**src/rtl/delay_pkg.sv**
```systemverilog
// Shared constants and state type for the delay_15 / delay_detect pair.
package delay_pkg;

  localparam int DELAY_W   = 4;
  localparam int MAX_DELAY = 15;

  typedef enum logic [1:0] {
    IDLE   = 2'd0,
    SEARCH = 2'd1,
    LOCKED = 2'd2
  } delay_state_t;

endpackage

```
**src/rtl/delay_match_cnt.sv**
```systemverilog
// Saturating count of consecutive matches for one candidate delay.
module delay_match_cnt #(
  parameter int LOCK_CNT = 32
) (
  input  logic clk_i,
  input  logic rst_i,
  input  logic en_i,
  input  logic match_i,
  input  logic clr_i,
  output logic hit_o
);

  localparam int            CW       = $clog2(LOCK_CNT + 1);
  localparam logic [CW-1:0] LOCK_VAL = CW'(LOCK_CNT);

  logic [CW-1:0] cnt_q;

  always_ff @(posedge clk_i or negedge rst_i) begin
    if (!rst_i) begin
      cnt_q <= '0;
    end else if (clr_i) begin
      cnt_q <= '0;
    end else if (en_i) begin
      if (!match_i) begin
        cnt_q <= '0;
      end else if (cnt_q != LOCK_VAL) begin
        cnt_q <= cnt_q + CW'(1);
      end
    end
  end

  assign hit_o = (cnt_q == LOCK_VAL);

endmodule

```
**src/rtl/delay_detect.sv**
```systemverilog
// Recovers the 0..15 cycle delay between a reference stream and its delayed copy,
// holds lock while they keep matching and re-acquires after a mismatch or start.
module delay_detect
  import delay_pkg::*;
#(
  parameter int LOCK_CNT = 32
) (
  input  logic               clk_i,
  input  logic               rst_i,
  input  logic               data_i,
  input  logic               data_delayed_i,
  input  logic               start_i,
  output logic [DELAY_W-1:0] delay_o,
  output logic               delay_val_o,
  output logic               lost_o,
  output delay_state_t       state_o
);

  localparam logic [DELAY_W-1:0] FILL_MAX = DELAY_W'(MAX_DELAY);

  delay_state_t       state_q;
  logic [MAX_DELAY-1:0] hist_q;
  logic [DELAY_W-1:0] fill_cnt;
  logic [MAX_DELAY:0] ref_bits;
  logic [MAX_DELAY:0] match_vec;
  logic [MAX_DELAY:0] elig_vec;
  logic [MAX_DELAY:0] hit_vec;
  logic               any_hit;
  logic [DELAY_W-1:0] win_d;
  logic               mismatch_lk;
  logic               cnt_clr;

  // Bit d of ref_bits is data_i delayed by d cycles (bit 0 is the live input).
  assign ref_bits    = {hist_q, data_i};
  assign match_vec   = ~(ref_bits ^ {(MAX_DELAY + 1){data_delayed_i}});
  assign mismatch_lk = (state_q == LOCKED) && !match_vec[delay_o];
  assign cnt_clr     = start_i || mismatch_lk;

  always_ff @(posedge clk_i or negedge rst_i) begin
    if (!rst_i) begin
      hist_q <= '0;
    end else begin
      hist_q <= {hist_q[MAX_DELAY-2:0], data_i};
    end
  end

  for (genvar gi = 0; gi <= MAX_DELAY; gi++) begin : g_cand
    assign elig_vec[gi] = (state_q == SEARCH) && (fill_cnt >= DELAY_W'(gi));

    delay_match_cnt #(
      .LOCK_CNT(LOCK_CNT)
    ) u_cnt (
      .clk_i  (clk_i),
      .rst_i  (rst_i),
      .en_i   (elig_vec[gi]),
      .match_i(match_vec[gi]),
      .clr_i  (cnt_clr),
      .hit_o  (hit_vec[gi])
    );
  end

  // Scan from the top so the lowest hitting candidate is the last one written.
  always_comb begin
    any_hit = 1'b0;
    win_d   = '0;
    for (int d = MAX_DELAY; d >= 0; d--) begin
      if (hit_vec[d]) begin
        any_hit = 1'b1;
        win_d   = DELAY_W'(d);
      end
    end
  end

  always_ff @(posedge clk_i or negedge rst_i) begin
    if (!rst_i) begin
      state_q     <= IDLE;
      delay_o     <= '0;
      delay_val_o <= 1'b0;
      lost_o      <= 1'b0;
      fill_cnt    <= '0;
    end else begin
      lost_o <= 1'b0;
      if (start_i) begin
        state_q     <= SEARCH;
        delay_val_o <= 1'b0;
        fill_cnt    <= '0;
      end else begin
        case (state_q)
          IDLE: begin
            state_q <= IDLE;
          end
          SEARCH: begin
            if (fill_cnt != FILL_MAX) begin
              fill_cnt <= fill_cnt + DELAY_W'(1);
            end
            if (any_hit) begin
              delay_o     <= win_d;
              delay_val_o <= 1'b1;
              state_q     <= LOCKED;
            end
          end
          LOCKED: begin
            if (mismatch_lk) begin
              lost_o      <= 1'b1;
              delay_val_o <= 1'b0;
              fill_cnt    <= '0;
              state_q     <= SEARCH;
            end
          end
          default: begin
            state_q <= IDLE;
          end
        endcase
      end
    end
  end

  assign state_o = state_q;

endmodule

```
**config.mk**
```make
export PLATFORM = sky130hd
export DESIGN_NAME = delay_detect
export DESIGN_NICKNAME = d
export VERILOG_FILES = /design/src/rtl/delay_pkg.sv /design/src/rtl/delay_match_cnt.sv /design/src/rtl/delay_detect.sv
export SDC_FILE = /design/constraint.sdc
export NUM_CORES = 1
export LEC_CHECK = 0
export CORE_AREA = 4 4 119 121
export DETAILED_ROUTE_END_ITERATION = 10
export DIE_AREA = 0 0 123 125
export HOLD_SLACK_MARGIN = 0.15
export PLACE_DENSITY_LB_ADDON = 0.15
export SYNTH_ARGS = -nofsm -noshare
export SYNTH_HDL_FRONTEND = slang
export SYNTH_SLANG_ARGS = --single-unit
```
**constraint.sdc**
```tcl
create_clock -name clk_i -period 2.1 [get_ports clk_i]
set_input_delay 0.315 -clock clk_i [delete_from_list [all_inputs] [get_ports clk_i]]
set_output_delay 0.315 -clock clk_i [all_outputs]
set_load 0.05 [all_outputs]
```
Yosys cells after proc, flatten, opt, wreduce, memory -nomap -nowiden
Cells that the tools add are included.
{"block": "totals", "reg_bits": 123, "latch_bits": 0, "mem_bits_rw": 0, "romBits": 0, "input_bits": 5, "out_inout_bits": 8, "word_cells": 282, "n_memories": 0}
{"block": "classes", "addsub": 17, "mul": 0, "div_mod_pow": 0, "order_cmp": 17, "eq_ne": 54, "n_shift": 0, "n_mux": 113, "n_bitwise": 3, "reduce_logical": 56}
{"cell": "2-to-1 mux 6 bit", "count": 64}
{"cell": "adder 6 x 1 -> 6 bit (second input constant)", "count": 16}
{"cell": "== test 6 bit (second input constant)", "count": 16}
{"cell": "!= test 6 bit (second input constant)", "count": 16}
{"cell": "2-to-1 mux 4 bit", "count": 19}
{"cell": "!= test 3 x 1 -> 1 bit (second input constant)", "count": 16}
{"cell": "AND reduction 2 bit", "count": 17}
{"cell": "greater-or-equal comparator 4 bit (second input constant)", "count": 8}
{"cell": "nonzero test 2 bit", "count": 16}
{"cell": "2-to-1 mux 1 bit", "count": 23}
{"cell": "logical AND 1 bit", "count": 17}
{"cell": "greater-or-equal comparator 4 x 3 -> 1 bit (second input constant)", "count": 4}
{"cell": "inverter 16 bit", "count": 1}
{"cell": "bitwise XOR 16 bit", "count": 1}
{"cell": "AND reduction 3 bit", "count": 3}
{"cell": "greater-or-equal comparator 4 x 1 -> 1 bit (second input constant)", "count": 2}
{"cell": "greater-or-equal comparator 4 x 2 -> 1 bit (second input constant)", "count": 2}
{"cell": "case mux 4 bit (2 select lines)", "count": 1}
{"cell": "2-to-1 mux 2 bit", "count": 3}
{"cell": "!= test 3 bit (second input constant)", "count": 2}
{"cell": "< comparator 4 x 5 -> 1 bit (second input constant)", "count": 1}
{"cell": "adder 4 x 1 -> 4 bit (second input constant)", "count": 1}
{"cell": "binary-select mux 1 bit (select 4 bit)", "count": 1}
{"cell": "!= test 4 bit (second input constant)", "count": 1}
{"cell": "other kinds (9)", "count": 9}

Logic depth before layout (Yosys ltp)
{"block": "depth", "depth_word": 20, "mapped_depth": 9, "mapped_depth_nobuf": 8}

Hierarchy
Synthesis repeated with hierarchy kept, for this count alone.
{"block": "unflattened", "hier_cells": 873, "hier_area_um2": 7978.9}
{"module": "delay_match_cnt at g_cand[10].u_cnt ...", "instances": 14, "cells_each": 44, "area_per_inst_um2": 401.6, "seq_area_each_um2": 150.1}
{"module": "delay_detect", "instances": 1, "cells_each": 173, "area_per_inst_um2": 1605.3, "seq_area_each_um2": 675.6}
{"module": "delay_match_cnt at g_cand[0].u_cnt", "instances": 1, "cells_each": 43, "area_per_inst_um2": 379.1, "seq_area_each_um2": 150.1}
{"module": "delay_match_cnt at g_cand[9].u_cnt", "instances": 1, "cells_each": 41, "area_per_inst_um2": 371.6, "seq_area_each_um2": 150.1}

Worst setup path before layout
No wires, ideal clock.
{"block": "synth_timing", "path_kind": "register -> register", "from": "register delay_o[0]", "to": "register fill_cnt[0]", "setup_ps": 121, "t_arrival_ps": 2420, "required_ps": 1979, "slack_ps": -441, "path_stages_with_launch": 9, "period_less_slack_ps": 2541, "cell_sequence": "dfrtp_1 buf_4 mux4_2 xnor2_1 a221o_1 o2111ai_2 buf_6 o21bai_1 a22o_1"}
{"block": "synth_between", "elab_chain_cells": 6}
{"item": "start, declared", "line_no": "delay_detect.sv:13", "rtl": "output logic [DELAY_W-1:0] delay_o,"}
{"item": "start signal, assigned", "line_no": "delay_detect.sv:97", "rtl": "delay_o <= win_d;"}
{"item": "binary-select mux 1 bit (select 4 bit)", "line_no": "delay_detect.sv:36", "rtl": "assign mismatch_lk = (state_q == LOCKED) && !match_vec[delay_o];"}
{"item": "2-to-1 mux 1 bit (implied by the code)", "line_no": "delay_detect.sv:36"}
{"item": "logical NOT 1 bit", "line_no": "delay_detect.sv:36"}
{"item": "logical AND 1 bit", "line_no": "delay_detect.sv:36"}
{"item": "!= test 3 bit (no line)"}
{"item": "AND reduction 3 bit (no line)"}
{"item": "end signal, assigned", "line_no": "delay_detect.sv:94", "rtl": "fill_cnt <= fill_cnt + DELAY_W'(1);"}
{"item": "end, declared", "line_no": "delay_detect.sv:23", "rtl": "logic [DELAY_W-1:0] fill_cnt;"}
Every way passes these cells. The select of a mux whose other input is x is not followed.
A chain may end at the register's enable or synchronous reset.

Worst setup path after layout
{"block": "layout_timing", "from": "register delay_o[0]", "to": "register g_cand[2].u_cnt.cnt_q[2]"}
{"block": "layout_between", "elab_chain_cells": 7}
{"item": "binary-select mux 1 bit (select 4 bit) *", "line_no": "delay_detect.sv:36"}
{"item": "2-to-1 mux 1 bit (implied by the code) *", "line_no": "delay_detect.sv:36"}
{"item": "logical NOT 1 bit *", "line_no": "delay_detect.sv:36"}
{"item": "logical AND 1 bit *", "line_no": "delay_detect.sv:36"}
{"item": "logical OR 1 bit *", "line_no": "delay_detect.sv:37", "rtl": "assign cnt_clr = start_i || mismatch_lk;"}
{"item": "!= test 3 x 1 -> 1 bit (no line) or nonzero test 2 bit (tied branches)"}
{"item": "AND reduction 2 bit (no line)"}
{"item": "end signal, assigned", "line_no": "delay_match_cnt.sv:27", "rtl": "cnt_q <= cnt_q + CW'(1);"}
{"item": "end, declared", "line_no": "delay_match_cnt.sv:16", "rtl": "logic [CW-1:0] cnt_q;"}
Mark *: on every way between the ends. The rest lies on a longest branch, timed or not. The select of a mux whose other input is x is not followed.

==> summary.txt <==
Global route
  – Final global-route overflow total: 0
  – Antenna violations before repair: 0
  – Number of global-route vias before repair: approximately 6700
  – Pin count of the biggest net entering global routing: 39
  – GRT busiest layer: met2
  – GR Util met1: 0.335
  – Overall fraction of global-route tracks in use: 0.262
  – Met3 track demand over resource in global routing: 0.0700
  – Global routing usage on met2: 0.432
  – First-pass GRT wire length: roughly 32000 µm

Die
  – I/O Pins: 13
  – Chip width: roughly 120 µm
  – Core Region: 13100 µm²
  – Die area: between 15000 and 20000 µm²
  – Cell row count: 42
  – Starting utilization of the core area: 0.557
  – Vertical die dimension: 125 µm

Placement
  – Port Buffers: 12
  – Global placer's final weighted congestion: between 0.9 and 1
  – DP Cell Count: about 1100
  – DP Wirelength: between 10000 and 15000 µm

Yosys
  – Compound-gate portion of the synthesized area: 0.170
  – Gate Count Post-Synth: ~810
  – Largest family of logic cells by synthesized area: simple AND/OR/NAND/NOR gates
  – Share of the synthesized netlist area taken by xor and xnor gates: 0.0361
  – Fraction of synthesized cell area taken by the top area cell type: 0.423
  – Share of flip-flops with an asynchronous set or reset after synthesis: 1.00
  – Post-synthesis cell area: ~7300 µm²
  – Predominant post-synthesis flop cell: sky130_fd_sc_hd__dfrtp_1
  – Yosys cell types: 51
  – Adder and majority gate portion of the synthesized area: 0.0619
  – Synth Area per Inst: between 8 and 9 µm²
  – Multiplexer area fraction after synthesis: 0.0328
  – Synthesis-stage register bit count: 123
  – Post-synth EDFFs: 0
  – Mapped Nets: about 850
  – Largest cells by area after synthesis: sky130_fd_sc_hd__dfrtp_1, sky130_fd_sc_hd__ha_1, sky130_fd_sc_hd__a21oi_1
  – Share of synthesized cell area in and, or, nand and nor gates: 0.237
  – Synthesis warning total: 0
  – Proportion of synthesized chip area in sequential cells: 0.423
  – Cell taking the most area after synthesis: sky130_fd_sc_hd__dfrtp_1

Hold path
  – Class of the tightest hold or removal check: in2async

Clock tree
  – H-tree lvl count: 4
  – TritonCTS Sinks: 123
  – Source-to-sink clock delay at the later pin of the worst-skew pair: ~430 ps
  – Clock root buffer: sky130_fd_sc_hd__clkbuf_16
  – Maximum buffer depth of the clock tree: 2
  – TritonCTS buffer count: 17
  – Clock tree from TritonCTS: yes
  – Clock transition at path regs: roughly 60 ps

Finish
  – Fin nets: a little under 1000
  – Layout filler cell count: between 900 and 1000
  – Fraction of final layout cells with drive strength greater than 1: 0.206
  – Area Overhead vs Synth: 27.8%
  – Number of standard cells in the final layout excluding fillers: approximately 1100
  – Count of inserted antenna diode cells: 0

STA
  – Least setup slack across all paths after layout: -176 ps
  – Setup total negative slack: -13610 ps
  – Maximum clock skew at final layout: 9.16 ps
  – Achievable Freq: 439 MHz
  – Setup repair after global routing missed its margin: yes
  – Share of the clock period used by the worst path: 1.08
  – Post-layout minimum cycle time: between 2000 and 2500 ps
  – Worst slew margin relative to its limit: 0.654
  – Number of endpoints with negative hold slack in the final report: 0
  – Worst-margin pin slew: around 510 ps
  – Final setup violation count: 100
  – Max-slew violation count: 0

Run status
  – Violated checks: setup timing
  – Status: finished with violations

Power and ir drop
  – Power per standard cell area: 637 nW/µm²
  – Leakage power: ~4.1 nW
  – Total design power: between 5 and 6 mW
  – Max VDD drop: about 570 µV

Routing
  – Routed len/inst: roughly 18 µm
  – Remaining routing DRC violations: 0
  – Detailed Route WL: 19900 µm
  – Final ANT Viol Nets: 0
  – Ratio of routed vias to standard cells: about 6.0
  – Total number of vias: between 6000 and 7000
  – Starting DRT DRC Count: 550
  – First-pass iteration count of the detailed router: 5

Critical path
  – Worst EP arrival: roughly 2600 ps
  – Launching point of the worst reg2reg path: delay_o[0]
  – Critical path type: reg2reg
  – Capturing element type of the critical path: register
  – Startpoint type of the worst setup path: register
  – Peak fanout along the critical path: 5
  – Destination of the worst register-to-register timing path: g_cand[2].u_cnt.cnt_q[2]
  – Setup slack of the most critical reg-to-reg path: -180 ps
  – Depth of the worst register-to-register path: 7
  – Data required, critical path: about 2400 ps

Flow run
  – Count of max-cap constraint violations: 0
## synthesized netlist by cell type, types with 8 or more instances
| cell | number |
|---|---|
| sky130_fd_sc_hd__nor4b_1 | 10 |
| sky130_fd_sc_hd__o21ai_0 | 73 |
| sky130_fd_sc_hd__or4_1 | 9 |
| sky130_fd_sc_hd__a21oi_1 | 88 |
| sky130_fd_sc_hd__nor2b_1 | 13 |
| sky130_fd_sc_hd__nand2_1 | 43 |
| sky130_fd_sc_hd__and3_1 | 16 |
| sky130_fd_sc_hd__a22oi_1 | 16 |
| sky130_fd_sc_hd__nand4_1 | 8 |
| sky130_fd_sc_hd__nor3_1 | 16 |
| sky130_fd_sc_hd__dfrtp_1 | 123 |
| sky130_fd_sc_hd__or3_1 | 20 |
| sky130_fd_sc_hd__nor4_1 | 9 |
| sky130_fd_sc_hd__nor2_1 | 82 |
| sky130_fd_sc_hd__inv_1 | 39 |
| sky130_fd_sc_hd__or2_2 | 8 |
| sky130_fd_sc_hd__nand3b_1 | 22 |
| sky130_fd_sc_hd__and2_1 | 12 |
| sky130_fd_sc_hd__xor2_1 | 24 |
| sky130_fd_sc_hd__buf_4 | 10 |
| sky130_fd_sc_hd__ha_1 | 36 |
| sky130_fd_sc_hd__mux2i_1 | 16 |
| sky130_fd_sc_hd__o21bai_1 | 8 |
| sky130_fd_sc_hd__a31oi_1 | 13 |
| sky130_fd_sc_hd__nand3_1 | 32 |
## flip-flops by register name, indices dropped and copies added, names as in the netlist
name	cells
delay_val_o	1
lost_o	1
delay_o	4
fill_cnt	4
state_o	2
hist_q	15
g_cand.u_cnt.cnt_q	96
## critical path: stages (launching register included)
cell                        delay [ps]
sky130_fd_sc_hd__dfrtp_2           380
sky130_fd_sc_hd__mux4_2            510
sky130_fd_sc_hd__xnor2_1           150
sky130_fd_sc_hd__a221o_1           400
sky130_fd_sc_hd__o2111ai_4         300
sky130_fd_sc_hd__buf_6             210
sky130_fd_sc_hd__clkbuf_16         160
sky130_fd_sc_hd__a21oi_1            40
## timing repair
| item | 4_1_cts | 5_1_grt |
|---|---|---|
| hold buffers | 1 | 0 |
| cloned | 1 | 5 |
| endpoints found under the hold margin | 29 | 0 |
| setup buffers | 5 | 3 |
| pin swaps | 2 | 6 |
| endpoints found under the setup margin | 105 | 105 |
| resized for setup | 15 | 35 |
## cell type report
type,instances,area [µm²],share of cell area
inverters,39,146,0.0157
well taps,176,220,0.0237
multi-input cells,626,4120,0.442
clock buffers,26,529,0.0569
clock inverters,6,57.6,0.00619
repair buffers,125,1150,0.124
flip-flops and latches,123,3080,0.331
## where the power goes
group / leakage, nW / switching (mW) / internal [mW]
sequential: 1.67 / 0.0298 / 2.41
clock: 0.292 / 1.05 / 1.84
combinational: 2.15 / 0.345 / 0.264
## worst max-delay path by stage
stage	startpoint	to	slack (ps)	cells after the start
final	delay_o[0]	g_cand[2].u_cnt.cnt_q[2]	-180	7
after global routing	delay_o[0]	g_cand[6].u_cnt.cnt_q[5]	-210	7
after CTS	delay_o[0]	g_cand[6].u_cnt.cnt_q[4]	-180	7
after detailed placement	data_i	g_cand[7].u_cnt.cnt_q[5]	-400	7
after global placement	data_i	g_cand[7].u_cnt.cnt_q[3]	-340	7
after floorplan	delay_o[0]	fill_cnt[0]	-210	8
## layer usage
metal | up-vias | share of wire
li1 | 3164 | -
met1 | 3338 | 0.42
met2 | 207 | 0.50
met3 | 38 | 0.058
met4 | 0 | 0.023
met5 | - | 0
## cells in the final DEF, fill, tap and decap left out, types with 20 or more instances in the layout
master                      count
sky130_fd_sc_hd__nand2_1       39
sky130_fd_sc_hd__or3_1         20
sky130_fd_sc_hd__clkbuf_16     21
sky130_fd_sc_hd__xor2_1        24
sky130_fd_sc_hd__dfrtp_1      119
sky130_fd_sc_hd__nand3b_1      22
sky130_fd_sc_hd__nor2_1        82
sky130_fd_sc_hd__a21oi_1       87
sky130_fd_sc_hd__buf_4         97
sky130_fd_sc_hd__ha_1          35
sky130_fd_sc_hd__nand3_1       32
sky130_fd_sc_hd__inv_1         39
sky130_fd_sc_hd__o21ai_0       72
## logic make-up (layout without fill, tap and decap cells)
| kind of cell | after synthesis | in the layout |
|---|---|---|
| buffers and inverters | 62 | 196 |
| adders and majority gates | 36 | 36 |
| AOI/OAI and AO/OA | 220 | 220 |
| and+or+nand+nor | 320 | 320 |
| xor gates and xnor gates | 30 | 30 |
| DFF | 123 | 123 |
| muxes | 20 | 20 |
## stage by stage
step                utilization  instance area, µm²  hold slack (ps)  setup slack, ps
detailed placement        0.636                8320              303             -403
global placement          0.636                8320              298             -338
CTS                       0.690                9030              402             -184
floorplan                     -                7310             19.4             -214
finish                    0.711                9310              388             -176
global route              0.711                9310              428             -214
(Power assumes the default switching activity.)
==> patch: new RTL, same flow settings <==
Add an input register stage for `data_delayed_i`; this delays it by one clock. The other inputs are not delayed to match.
--- a/src/rtl/delay_detect.sv
+++ b/src/rtl/delay_detect.sv
@@ -19,4 +19,10 @@
   localparam logic [DELAY_W-1:0] FILL_MAX = DELAY_W'(MAX_DELAY);
 
+  logic data_delayed_q;
+
+  always_ff @(posedge clk_i) begin
+    data_delayed_q <= data_delayed_i;
+  end
+
   delay_state_t       state_q;
   logic [MAX_DELAY-1:0] hist_q;
@@ -33,5 +39,5 @@
   // Bit d of ref_bits is data_i delayed by d cycles (bit 0 is the live input).
   assign ref_bits    = {hist_q, data_i};
-  assign match_vec   = ~(ref_bits ^ {(MAX_DELAY + 1){data_delayed_i}});
+  assign match_vec   = ~(ref_bits ^ {(MAX_DELAY + 1){data_delayed_q}});
   assign mismatch_lk = (state_q == LOCKED) && !match_vec[delay_o];
   assign cnt_clr     = start_i || mismatch_lk;
Check against the original RTL: no difference found for any inputs over 10 cycles, from zero or initial values and one cycle with rst_i low; that may be too few to reach the edited logic, so the function may still have changed.
==> patch against the original RTL <==
Cell area rose by 1.5%; largest cell class unchanged; the flow still finishes with violations (setup timing); routed wire length fell by 1.6%; worst setup slack got worse by 0.10 ns; sequential share of layout area fell by 0.31 points; total power rose by 7.0%; sequential cell count rose by 1; critical endpoint is now g_cand[10].u_cnt.cnt_q[2]; area after synthesis fell by 1.0%; critical path depth did not move.
==> patch: results (changes against the original RTL) <==
- Status: complete, but fails checks (unchanged)
- Failing checks: setup timing (unchanged)
- # diodes: 0 (unchanged)
- Nets: 960 (was 973)
- Vias in the first global route: 6551 (was 6746)
- Crit path launch: delay_o[1] (was delay_o[0])
- Largest net degree at the start of global routing: 54 (was 39)
- M3 GR Usage: 5.06% (was 7.00%)
- Static Leak: 0.00413 µW (was 0.00411 µW)
- ANT nets after route: 0 (unchanged)
- Met1 usage in global routing: 34.7% (was 33.5%)
- Async set or reset register ratio after synthesis: 99.2% (was 100%)
- DR vias/cell: 6.03 (was 6.02)
- Final worst slack: -0.279 ns (was -0.176 ns)
- GRT Util Overall: 25.8% (was 26.2%)
- Placer Congestion: 0.944 (was 0.913)
- M2 GR Usage: 41.3% (was 43.2%)
- Initial antenna violation count: 0 (unchanged)
- Reg clk slew, reported paths: 0.05 ns
- DRT iter0 DRCs: 417 (was 550)
- Sequential area share after synthesis: 43.0% (was 42.3%)
- Crit-path max FO: 11 (was 5)
- VDD IR max: 0.000554 V (was 0.000567 V)
- Num CTS Buffers: 17 (unchanged)
- Hpwl dp: 13.0 mm (was 13.4 mm)
- CP arrival: 2.67 ns (was 2.58 ns)
- Clock Path Buffers: 2 (unchanged)
- Synth unique cells: 52 (was 51)
- Drt first pass iters: 5 (unchanged)
- Number of buffers added on ports: 12 (unchanged)
- Hold crit path type: in -> async (unchanged)
- Yosys Warn Count: 0 (unchanged)
- Rel. slew slack: 64.5% (was 65.4%)
- Synth area leaders: dfrtp_1 43%, ha_1 6.3%, a21oi_1 6.1% (was dfrtp_1 42%, ha_1 6.2%, a21oi_1 6.0%)
- CTS root buffer: clkbuf_16 (unchanged)
- Worst Skew: 0.00847 ns (was 0.00916 ns)
- First-pass GRT wire length: 31.6 mm (was 32.3 mm)
- Top cells by count, synth: 123 x dfrtp_1, 88 x a21oi_1, 80 x nor2_1 (was 123 x dfrtp_1, 88 x a21oi_1, 82 x nor2_1)
- Top Registers: g_cand.u_cnt.cnt_q (96), hist_q (15) (unchanged)
- Total routed wirelength: 19.5 mm (was 19.9 mm)
- # setup viols final: 104 (was 100)
- Synth-to-layout area growth: 31.1% (was 27.8%)
- Fraction of layout cells with a size suffix above 1: 24.8% (was 20.6%)
- H-tree levels: 4 (unchanged)
- Syn Nets: 837 (was 852)
- DP Area: 0.00825 mm² (was 0.00832 mm²)
## patch: cell types whose count changed after synthesis, moves of 3 or more
| cell | delta |
|---|---|
| or4_1 | -4 |
| nor3_1 | +4 |
| or3_1 | -3 |
| buf_4 | -10 |
| mux2i_1 | -6 |
| nand3b_1 | -3 |
| nand2_1 | +6 |
| buf_2 | +4 |
| nand3_1 | -7 |
## patch: worst max-delay path, stage by stage (launching register included)
cell,delay [ns]
dfrtp_2,0.44
mux4_2,0.52
mux4_2,0.55
xnor2_4,0.17
o21bai_4,0.17
buf_8,0.18
buf_6,0.16
a21oi_1,0.06
## patch: stage by stage
| step | setup TNS [ns] | hold slack (ns) | cells | setup slack, ns | total power (µW) |
|---|---|---|---|---|---|
| after floorplan | -28.64 | 0.0194 | 796 | -0.341 | 2940 |
| after global placement | -52.81 | 0.241 | 1063 | -0.542 | 3290 |
| after detailed placement | -55.07 | 0.249 | 1063 | -0.568 | 3310 |
| after CTS | -25.42 | 0.344 | 1103 | -0.298 | 6320 |
| after global routing | -32.27 | 0.350 | 1108 | -0.353 | 6560 |
| final | -25.42 | 0.346 | 1108 | -0.279 | 6340 |
## patch: cell type report
type                    count  area, µm²
multi-input cells         615       4240
fillers                   936       3640
flip-flops and latches    124       3100
repair buffers            123       1130
clock buffers              27        563
well taps                 176        220
inverters                  38        143
clock inverters             5       50.0
## patch: final timing paths
check | endpoint | slack, ns | cells after the start
min in group clk_i | data_delayed_q | 0.35 | 1
worst max register to register | g_cand[10].u_cnt.cnt_q[2] | -0.28 | 7
max in group asynchronous | delay_o[2] | 1.13 | 3
worst max-delay path | g_cand[10].u_cnt.cnt_q[2] | -0.28 | 7
worst min-delay path | fill_cnt[3] | 0.35 | 2
worst min register to register | hist_q[8] | 0.49 | 1
## patch: where the power goes
part	switching, µW	internal, µW	total [µW]
registers	53.7	2440	2500
clock network	1030	1930	2960
logic	499	386	885
total	1580	4760	6340
## patch: repair_timing
| item | in CTS | in global routing |
|---|---|---|
| endpoints found under the hold margin | 22 | 0 |
| hold buffers | 1 | 0 |
| setup endpoints to repair | 107 | 108 |
| resized for setup | 51 | 46 |
| gates cloned | 3 | 1 |
| pin swaps | 9 | 14 |
| buffers inserted | 4 | 7 |
## patch: cell families (layout without fill, tap and decap cells)
family          Yosys count  after routing  share of synthesized area, %
xor+xnor                 31             31                          3.87
fa+ha+maj                36             36                          6.25
flops                   124            124                          43.0
mux                      17             17                          3.37
buf+inv                  57            193                          3.46
compound gates          214            214                          16.6
simple gates            317            317                          23.5
## patch: layer usage
layer	wire, µm	part of all wire (%)
met2	9850	50
met4	462	2.4
met3	925	4.7
met5	0	0
met1	8300	42
